<file path="src/rtl/clk_period_meter.sv">
// clk_period_meter: measures period and high time of a slow asynchronous input in clk cycles,
// with lock detection on a stable period and a sticky loss-of-input timeout.
module clk_period_meter #(
    parameter int WIDTH      = 16,
    parameter int LOCK_COUNT = 4,
    parameter int TOLERANCE  = 1,
    parameter int TIMEOUT    = 65535
) (
    input  logic             clk,
    input  logic             reset,
    input  logic             sigIn,
    output logic [WIDTH-1:0] period,
    output logic [WIDTH-1:0] highTime,
    output logic             measValid,
    output logic             locked,
    output logic             timeout
);
    localparam int MW = $clog2(LOCK_COUNT + 1);
    localparam logic [MW-1:0] LOCK_MAX = MW'(LOCK_COUNT);
    localparam logic [WIDTH-1:0] T_MAX = WIDTH'(TIMEOUT);
    localparam logic [WIDTH:0] TOL = (WIDTH+1)'(TOLERANCE);

    typedef enum logic [1:0] {IDLE, FIRST, MEAS} state_t;

    state_t state, stateNext;
    logic sync0, sync1, sync2;
    logic rise, fall, isMatch;
    logic [WIDTH-1:0] cnt, hiLatch, prevPeriod, prevNext, periodNext, highNext;
    logic [WIDTH:0] diff;
    logic [MW-1:0] matchCnt, matchNext, matchInc;
    logic validNext, lockedNext, timeoutNext;

    assign rise = sync1 & ~sync2;
    assign fall = ~sync1 & sync2;
    // Unsigned magnitude at WIDTH+1 bits so the subtraction never wraps
    assign diff = (cnt >= prevPeriod) ? {1'b0, cnt} - {1'b0, prevPeriod} : {1'b0, prevPeriod} - {1'b0, cnt};
    assign isMatch = diff <= TOL;
    assign matchInc = (matchCnt == LOCK_MAX) ? LOCK_MAX : matchCnt + 1'b1;

    always_ff @(posedge clk) begin
        if (reset) begin
            {sync0, sync1, sync2} <= 3'b111;
            cnt <= '0;
            hiLatch <= '0;
        end else begin
            {sync0, sync1, sync2} <= {sigIn, sync0, sync1};
            cnt <= rise ? WIDTH'(1) : (cnt == T_MAX) ? cnt : cnt + 1'b1;
            if (fall) hiLatch <= cnt;
        end
    end

    always_ff @(posedge clk) begin
        if (reset) begin
            state <= IDLE;
            period <= '0;
            highTime <= '0;
            measValid <= 1'b0;
            locked <= 1'b0;
            timeout <= 1'b0;
            matchCnt <= '0;
            prevPeriod <= '0;
        end else begin
            state <= stateNext;
            period <= periodNext;
            highTime <= highNext;
            measValid <= validNext;
            locked <= lockedNext;
            timeout <= timeoutNext;
            matchCnt <= matchNext;
            prevPeriod <= prevNext;
        end
    end

    always_comb begin
        stateNext = state;
        periodNext = period;
        highNext = highTime;
        validNext = 1'b0;
        lockedNext = locked;
        timeoutNext = timeout;
        matchNext = matchCnt;
        prevNext = prevPeriod;
        if (rise) begin
            timeoutNext = 1'b0;
            stateNext = (state == IDLE) ? FIRST : MEAS;
            if (state != IDLE) begin
                periodNext = cnt;
                highNext = hiLatch;
                validNext = 1'b1;
                prevNext = cnt;
                matchNext = (state == MEAS && isMatch) ? matchInc : '0;
                lockedNext = (state == MEAS && isMatch && matchInc == LOCK_MAX);
            end
        end else if (state != IDLE && cnt == T_MAX - 1'b1) begin
            stateNext = IDLE;
            timeoutNext = 1'b1;
            lockedNext = 1'b0;
            matchNext = '0;
        end
    end
endmodule
</file>
<file path="config.mk">
export PLATFORM = sky130hd
export DESIGN_NAME = clk_period_meter
export DESIGN_NICKNAME = d
export VERILOG_FILES = /design/src/rtl/clk_period_meter.sv
export SDC_FILE = /design/constraint.sdc
export NUM_CORES = 1
export LEC_CHECK = 0
export ABC_AREA = 1
export BUFFER_PORTS_ARGS = -buffer_cell sky130_fd_sc_hd__buf_2
export CAP_MARGIN = 40
export CORE_MARGIN = 2
export CORE_UTILIZATION = 30
export CTS_CLUSTER_SIZE = 8
export DETAILED_ROUTE_END_ITERATION = 8
export GPL_ROUTABILITY_DRIVEN = 0
export PLACE_DENSITY = 0.52
export SETUP_SLACK_MARGIN = 0.3
export SYNTH_ARGS = -nofsm -noshare
export SYNTH_HDL_FRONTEND = slang
export SYNTH_SLANG_ARGS = --single-unit
</file>
<file path="constraint.sdc">
create_clock -name clk -period 4.35 [get_ports clk]
set_input_delay 0.6525 -clock clk [delete_from_list [all_inputs] [get_ports clk]]
set_output_delay 0.6525 -clock clk [all_outputs]
set_load 0.01 [all_outputs]
</file>
Yosys cells after proc, flatten, opt, wreduce, memory -nomap -nowiden
Index checks and enable logic that the tools add are counted.
- bits in registers: 75
- output and inout port bits: 35
- $add $sub $neg: 4
- order comparisons: 2
- eq/ne operators: 7
- multiplexer cells: 15
- bitwise logic cells: 5
- reductions and logical operators: 10
- operator list (operator ; number):
    16-bit by 16-bit subtractor with 17-bit output ; 2
    16-bit == test, second input constant ; 2
    17-bit by 1-bit <= comparator with 1-bit output, second input constant ; 1
    17-bit 2-to-1 mux ; 1
    16-bit by 1-bit adder with 16-bit output, second input constant ; 1
    16-bit >= comparator ; 1
    3-bit 2-to-1 mux ; 5
    3-bit == test, second input constant ; 2
    1-bit 2-to-1 mux ; 6
    2-bit 2-to-1 mux ; 3
    2-bit AND reduction ; 2
    2-bit nonzero test ; 2
    2-bit OR reduction ; 2
    3-bit by 1-bit adder with 3-bit output, second input constant ; 1
    1-bit logical AND ; 3
    1-bit NOT ; 3
    1-bit AND ; 2
    2-bit == test, second input constant ; 1
    2-bit logical NOT ; 1
    2-bit by 1-bit != test with 1-bit output, second input constant ; 1
    2-bit != test, second input constant ; 1

Longest topological paths before layout
Gate-level depths: netlist of the first run.
- word-level depth: 7
- depth in mapped cells: 19

Least setup slack after synthesis of the first run
No wires, ideal clock.
- kind: register to register
- start: register cnt[0]
- end: register matchCnt[2]
- setup time: 0.067 ns
- data arrival time: 2.159 ns
- required time: 4.283 ns
- path slack: 2.124 ns
- cell stages (with the launch flop): 18
- buffers on the path: 0
- cell sequence: dfxtp_1 -> inv_1 -> ha_1 -> inv_1 -> fa_1 -> nand3_1 -> nand3_1 -> a21oi_1 -> inv_1 -> nand2_1 -> nand2_1 -> nand2_1 -> nand2_1 -> nor2_1 -> nand3_1 -> nor2_2 -> nand3_2 -> a21oi_2
- longest elaborated chain between the ends: 7
- RTL lines (element ; RTL line ; RTL):
    start, declared ; 28 ; logic [WIDTH-1:0] cnt, hiLatch, prevPeriod, prevNext, periodNext, highNext;
    start signal, assigned ; 47 ; cnt <= rise ? WIDTH'(1) : (cnt == T_MAX) ? cnt : cnt + 1'b1;
    16-bit by 16-bit subtractor with 17-bit output / 16-bit >= comparator (equally long branches) ; 36 ; assign diff = (cnt >= prevPeriod) ? {1'b0, cnt} - {1'b0, prevPeriod} : {1'b0, prevPeriod} - {1'b0, cnt};
    17-bit 2-to-1 mux ; 36 ;
    17-bit by 1-bit <= comparator with 1-bit output ; 37 ; assign isMatch = diff <= TOL;
    1-bit logical AND ; 91 ; matchNext = (state == MEAS && isMatch) ? matchInc : '0;
    3-bit 2-to-1 mux ; 91 ;
    3-bit 2-to-1 mux ; 86 ; if (state != IDLE) begin
    3-bit 2-to-1 mux ; 83 ; if (rise) begin
    end signal, assigned ; 69 ; matchCnt <= matchNext;
    end, declared ; 30 ; logic [MW-1:0] matchCnt, matchNext, matchInc;
Parallel ways exist; a longest one is shown, timed or not. The select of a mux whose other input is x is not followed.
A chain may end at the register's enable or synchronous reset.

Worst setup path in the final report of the first run
Same ends and word-level chain as after synthesis.

==> parameters.txt, run 1 <==
Parameter                              Value

Routing
  Vias per inst    4.59
  Pre-Repair DR Iteration Count    5
  Detailed-route via count    roughly 4500
  Residual antenna-violating net count after detailed routing    0
  DR DRC count    0
  Routed wire length    between 10000 and 15000 um
  Avg WL per Cell    ~14 um
  Iter 0 DRT Violations    roughly 220

Critical path
  Arrival time at the worst endpoint    3.11 ns
  Maximum fanout along the worst path    6
  Depth of the worst register-to-register path    17
  R2r startpoint    cnt[0]
  Critical Path End Type    register
  Startpoint Class    register
  Data required time of the critical path    4.62 ns
  Type of the worst setup path    register to register
  Reg-to-reg setup timing slack    about 1.5 ns
  Endpoint of the lowest-slack register-to-register path    matchCnt[2]

Floorplan
  Die Y-Extent    131 um
  IO Count    38
  Die area    17200 um2
  Starting density of the core    roughly 31%
  Die Width    approximately 130 um
  Number of placement rows    between 40 and 50
  Core area    15800 um2

Pwr
  Net load switching power    about 460 uW
  Sequential power share    about two fifths
  Worst supply voltage drop on vdd    0.000224 V
  Combinational group share of total power    around 14%
  Pwr dens    about 320 nW/um2
  Clock network power share    ~46%
  Power Internal    roughly 1300 uW
  Switching part of the total power    between 20 and 30%
  Leakage    approximately 0.0028 uW
  Total chip power    1780 uW

Timing
  Highest clock frequency the design can meet    352 MHz
  Slew at the pin with the worst max-slew slack    around 0.78 ns
  Count of final hold-check violations    0
  Final min period    ~2.8 ns
  Share of the clock period used by the worst path    65.2%
  Max-slew violations    0
  Final worst-path setup slack    between 1.5 and 2 ns
  Total Negative Setup Slacks    0 ns
  Setup repair after global routing missed its margin    no
  Max Clock Skew    0.00748 ns
  Final setup violation count    0
  Slew margin rel.    47.8%

Finish
  Most used cells in the layout excluding fill and tap cells    164 x sky130_fd_sc_hd__nand2_1, 99 x sky130_fd_sc_hd__inv_1, 79 x sky130_fd_sc_hd__nor2_1, 75 x sky130_fd_sc_hd__dfxtp_1, 60 x sky130_fd_sc_hd__a21oi_1
  Fraction of final layout cells with drive strength greater than 1    between 10% and 20%
  N_diodes    0
  Final cell area excluding filler cells    5540 um2
  Most common library cell in the layout ignoring fill and taps    sky130_fd_sc_hd__nand2_1
  Fillers    approximately 1700
  Area delta synth->final    14.5%
  Layout net count    a little under 800

Logic synthesis
  Cell variety after synth    39
  Number of synthesized flops with an enable pin    0
  Post-synthesis register bit count    between 70 and 80
  Summed instance area of the synthesized netlist    4840 um2
  Nets in the synthesized netlist    roughly 770
  Ys flop type    sky130_fd_sc_hd__dfxtp_1
  Ys async rst share    0%
  Count of synthesis-stage warnings from yosys    0
  Synthesized instance count    between 700 and 800
  Mean instance size in the synthesized netlist    6.68 um2
  Part of the Yosys area used for sequential elements    just over 30%

Clock network
  Clock tree root driver cell    sky130_fd_sc_hd__clkbuf_16
  Buffer count from post-CTS setup fixing    0
  Level count of the clock H-tree    3
  Clock tree from TritonCTS    done
  Number of gates resized after cts    0
  Number of buffers inserted for hold repair after clock tree synthesis    0
  Total CTS buffers    9
  Clock slew at reported path FFs    0.06 ns
  Clock Tree Buf Depth    2
  Sinks on Clock Net    75
  Insertion delay of the later-clocked pin in the worst-skew pair    about 0.33 ns

Run status
  Outcome    finished, final reports clean

Worst hold path
  Worst hold-check path type    register to register
  Worst hold start    sync0
  Worst Hold Path Cells    1
  Destination of the worst hold path    sync1

Placed design
  HPWL after DPL    10500 um
  Pre-CTS worst setup slack    around 1.6 ns
  IO Port Bufs    37
  Area after DPL    5210 um2

Global routing
  Largest net degree at the start of global routing    50
  Vias in the first global route    ~4300
  Initial antenna violation count    0
  First-pass GRT wire length    approximately 21000 um
  Total global-route track usage    between 10% and 20%
  Grt total ovfl    0

Run
  Max-Cap Viols    0
-- flip-flops by register name, indices dropped and copies added (netlist names) --
signal / count
locked: 1
state: 2
measValid: 1
cnt: 16
highTime: 16
prevPeriod: 16
hiLatch: 16
sync2: 1
sync1: 1
timeout: 1
sync0: 1
matchCnt: 3
-- kinds of logic (layout without fill, tap and decap cells) --
family / after synthesis / count (layout) / share of synthesized area (%)
adders and majority gates: 38 / 38 / 10.1
and+or+nand+nor: 328 / 328 / 30.1
DFF: 75 / 75 / 31.0
xor gates and xnor gates: 21 / 21 / 3.80
AOI/OAI and AO/OA: 134 / 134 / 14.6
buffers and inverters: 129 / 162 / 10.4
-- through the flow --
step	hold WS, ns	utilization [%]	cells
2_1_floorplan	0.389	-	725
3_3_place_gp	0.399	32.9	958
3_5_place_dp	0.400	32.9	958
4_1_cts	0.419	35.0	974
5_1_grt	0.450	35.0	974
6_report	0.416	35.0	974
-- area by class of cell --
class	count	area (um2)	area share, %
Multi-Input combinational cell	521	2840	51.2
Clock inverter	4	72.6	1.31
Clock buffer	12	256	4.63
Sequential cell	75	1500	27.1
Tap cell	216	270	4.88
Inverter	107	402	7.25
Timing Repair Buffer	39	200	3.61
-- routing by layer --
| layer | routed length (um) | track usage [%] | up-vias | part of all wire (%) |
|---|---|---|---|---|
| li1 | - | - | 2363 | - |
| met1 | 6310 | 20.5 | 2001 | 48 |
| met2 | 6220 | 27.7 | 96 | 47 |
| met3 | 406 | 1.67 | 15 | 3.1 |
| met4 | 251 | 5.51 | 0 | 1.9 |
| met5 | 0 | 0 | - | 0 |
-- worst max-delay path by stage --
| stage | to | cells after the start | slack (ns) | start |
|---|---|---|---|---|
| 2_1_floorplan | matchCnt[2] | 17 | 2.12 | cnt[0] |
| 3_3_place_gp | matchCnt[0] | 17 | 1.60 | cnt[0] |
| 3_5_place_dp | matchCnt[2] | 17 | 1.56 | cnt[0] |
| 4_1_cts | matchCnt[2] | 17 | 1.55 | cnt[0] |
| 5_1_grt | matchCnt[0] | 17 | 1.28 | cnt[0] |
| 6_report | matchCnt[2] | 17 | 1.51 | cnt[0] |
-- worst max-delay path: stages (launching register included) --
cell and delay [ns]:
sky130_fd_sc_hd__dfxtp_1 0.35, sky130_fd_sc_hd__inv_1 0.20, sky130_fd_sc_hd__ha_1 0.25, sky130_fd_sc_hd__inv_1 0.09, sky130_fd_sc_hd__fa_1 0.44, sky130_fd_sc_hd__nand3_1 0.10, sky130_fd_sc_hd__nand3_1 0.19, sky130_fd_sc_hd__a21oi_1 0.25
sky130_fd_sc_hd__inv_1 0.06, sky130_fd_sc_hd__nand2_1 0.05, sky130_fd_sc_hd__nand2_1 0.07, sky130_fd_sc_hd__nand2_1 0.06, sky130_fd_sc_hd__nand2_1 0.05, sky130_fd_sc_hd__nor2_1 0.10, sky130_fd_sc_hd__nand3_1 0.10, sky130_fd_sc_hd__nor2_2 0.17
sky130_fd_sc_hd__nand3_2 0.12, sky130_fd_sc_hd__a21oi_2 0.12
-- power groups by stage --
stage	registers (uW)	clock network (uW)	logic, uW
floorplan	721	0	200
global placement	724	0	254
detailed placement	724	0	253
CTS	709	827	254
global route	710	847	286
finish	709	811	256
-- cell usage after synthesis (9+ instances only) --
cell type / number / area (um2)
sky130_fd_sc_hd__nor3_1: 9 / 45.0
sky130_fd_sc_hd__a21oi_1: 60 / 300
sky130_fd_sc_hd__xor2_1: 19 / 166
sky130_fd_sc_hd__o21ai_0: 59 / 295
sky130_fd_sc_hd__clkbuf_1: 13 / 48.8
sky130_fd_sc_hd__inv_1: 99 / 372
sky130_fd_sc_hd__nand2_1: 164 / 616
sky130_fd_sc_hd__nor2_1: 80 / 300
sky130_fd_sc_hd__dfxtp_1: 75 / 1500
sky130_fd_sc_hd__nand4_1: 12 / 75.1
sky130_fd_sc_hd__ha_1: 36 / 450
sky130_fd_sc_hd__nand3_1: 31 / 155
Power figures use the tool's default switching activity.
==> run 2: changes to the inputs <==
- PLACE_DENSITY: 0.52 -> 0.53
- clock period: 4.35 -> 2.4 ns (I/O delays scaled with it)
==> parameters.txt, run 2 (synthesis results as in run 1) <==
Parameter                              Value

Run status
  Outcome    finished, final reports clean

Timing
  Max-slew violations    0
  Share of the clock period used by the worst path    between 90 and 100%
  Max Clock Skew    0.00345 ns
  Highest clock frequency the design can meet    roughly 420 MHz
  Slew at the pin with the worst max-slew slack    around 0.79 ns
  Final min period    2.40 ns
  Worst hold slack after final layout    0.204 ns
  Setup repair after global routing missed its margin    yes
  Final setup violation count    0
  Count of final hold-check violations    0
  Total Negative Setup Slacks    0 ns
  Slew margin rel.    a little under half

Global routing
  Met3 routing resource usage after global routing    between 2 and 3%
  First-pass GRT wire length    approximately 23000 um
  Vias in the first global route    4812
  Initial antenna violation count    0
  Grt total ovfl    0
  Largest net degree at the start of global routing    33
  Met1 track demand over resource in global routing    22.6%
  Busiest layer in global routing    met2
  Total global-route track usage    about 18%
  Met2 layer usage reported by global route    about 29%

Clock network
  Sinks on Clock Net    between 70 and 80
  Insertion delay of the later-clocked pin in the worst-skew pair    between 0.3 and 0.4 ns
  Clock Tree Buf Depth    2
  Number of buffers inserted for hold repair after clock tree synthesis    0
  Clock slew at reported path FFs    about 0.05 ns
  Level count of the clock H-tree    3
  Clock tree root driver cell    sky130_fd_sc_hd__clkbuf_16
  Clock tree from TritonCTS    done
  Total CTS buffers    9

Critical path
  Depth of the worst register-to-register path    15
  Arrival time at the worst endpoint    between 2 and 3 ns
  Startpoint of the most critical setup path    prevPeriod[0]
  Critical Path End Type    register
  Data required time of the critical path    2.67 ns
  Reg-to-reg setup timing slack    about 0.0038 ns
  R2r startpoint    prevPeriod[0]
  Maximum fanout along the worst path    4
  Startpoint Class    register
  Type of the worst setup path    register to register

Routing
  Pre-Repair DR Iteration Count    6
  DR DRC count    0
  Detailed-route via count    ~4700
  Iter 0 DRT Violations    174
  Avg WL per Cell    between 10 and 15 um
  Residual antenna-violating net count after detailed routing    0
  Routed wire length    ~14000 um
  Vias per inst    4.53

Finish
  Most used cells in the layout excluding fill and tap cells    157 x sky130_fd_sc_hd__nand2_1, 93 x sky130_fd_sc_hd__inv_1, 77 x sky130_fd_sc_hd__buf_4, 66 x sky130_fd_sc_hd__nor2_1
  Area delta synth->final    33.9%
  Layout net count    ~870
  Count of non-filler cells in the finished layout    approximately 1000
  N_diodes    0
  Fraction of final layout cells with drive strength greater than 1    29.6%
  Post-Route Utilization    between 40% and 50%
  Most common library cell in the layout ignoring fill and taps    sky130_fd_sc_hd__nand2_1

Worst hold path
  Worst Hold Path Cells    2
  Worst hold-check path type    input port to register
  Worst hold start    sigIn

Floorplan
  Starting density of the core    30.6%
  Die Width    around 130 um
  Die Y-Extent    around 130 um
  IO Count    38
  Core area    about 16000 um2
  Number of placement rows    46
  Die area    ~17000 um2

Pwr
  Worst supply voltage drop on vdd    ~0.00048 V
  Pwr dens    roughly 500 nW/um2
  Total chip power    around 3200 uW
  Leakage    approximately 0.0032 uW

Run
  Max-Cap Viols    0

Placed design
  Number of placed instances, taps included    1021
  HPWL after DPL    11100 um
  IO Port Bufs    37
==> run 2: worst max-delay path, cell delays in order, from the launching register on <==
cell,delay (ns)
sky130_fd_sc_hd__dfxtp_4,0.36
sky130_fd_sc_hd__inv_4,0.06
sky130_fd_sc_hd__ha_4,0.13
sky130_fd_sc_hd__inv_4,0.04
sky130_fd_sc_hd__fa_2,0.42
sky130_fd_sc_hd__buf_6,0.13
sky130_fd_sc_hd__xor2_1,0.14
sky130_fd_sc_hd__nor2_1,0.17
sky130_fd_sc_hd__nand3_1,0.11
sky130_fd_sc_hd__nand2_1,0.07
sky130_fd_sc_hd__nand2_1,0.06
sky130_fd_sc_hd__nor2_2,0.12
sky130_fd_sc_hd__nand3_2,0.10
sky130_fd_sc_hd__nor2_4,0.17
sky130_fd_sc_hd__nand3_2,0.11
sky130_fd_sc_hd__a21oi_2,0.14
==> run 2: stage by stage <==
stage	setup WS, ns	instance area [um2]
after floorplan	0.246	4960
after global placement	-0.165	5780
after detailed placement	-0.160	5780
after CTS	0.106	6320
after global routing	-0.121	6480
final	0.00382	6480
==> run 2: final cells by class <==
class / instances / area [um2]
flip-flops and latches: 75 / 1530
multi-input cells: 521 / 3200
repair buffers: 116 / 786
well taps: 216 / 270
fillers: 1653 / 9340
inverters: 107 / 409
clock buffers: 11 / 253
clock inverters: 2 / 37.5
==> run 2: what timing repair did <==
item                       4_1_cts  5_1_grt
setup endpoints to repair       12       12
resized for setup               49       33
buffers inserted                 8        6
pin swaps                       15       21
==> run 2: power by group <==
group,internal (uW),total (uW),switching [uW]
Clock,844,1340,499
Combinational,221,552,331
Sequential,1270,1280,17.2
Total,2330,3180,847
==> run 2: routing by layer <==
layer | up-vias | routed length [um]
met5 | - | 0
met4 | 0 | 396
met3 | 31 | 413
met2 | 88 | 6660
met1 | 2118 | 6760
li1 | 2512 | -
==> run 2: path summary, 6_finish.rpt <==
check                endpoint
hold / removal          sync0
hold reg to reg         sync1
setup reg to reg  matchCnt[2]
setup / recovery  matchCnt[2]
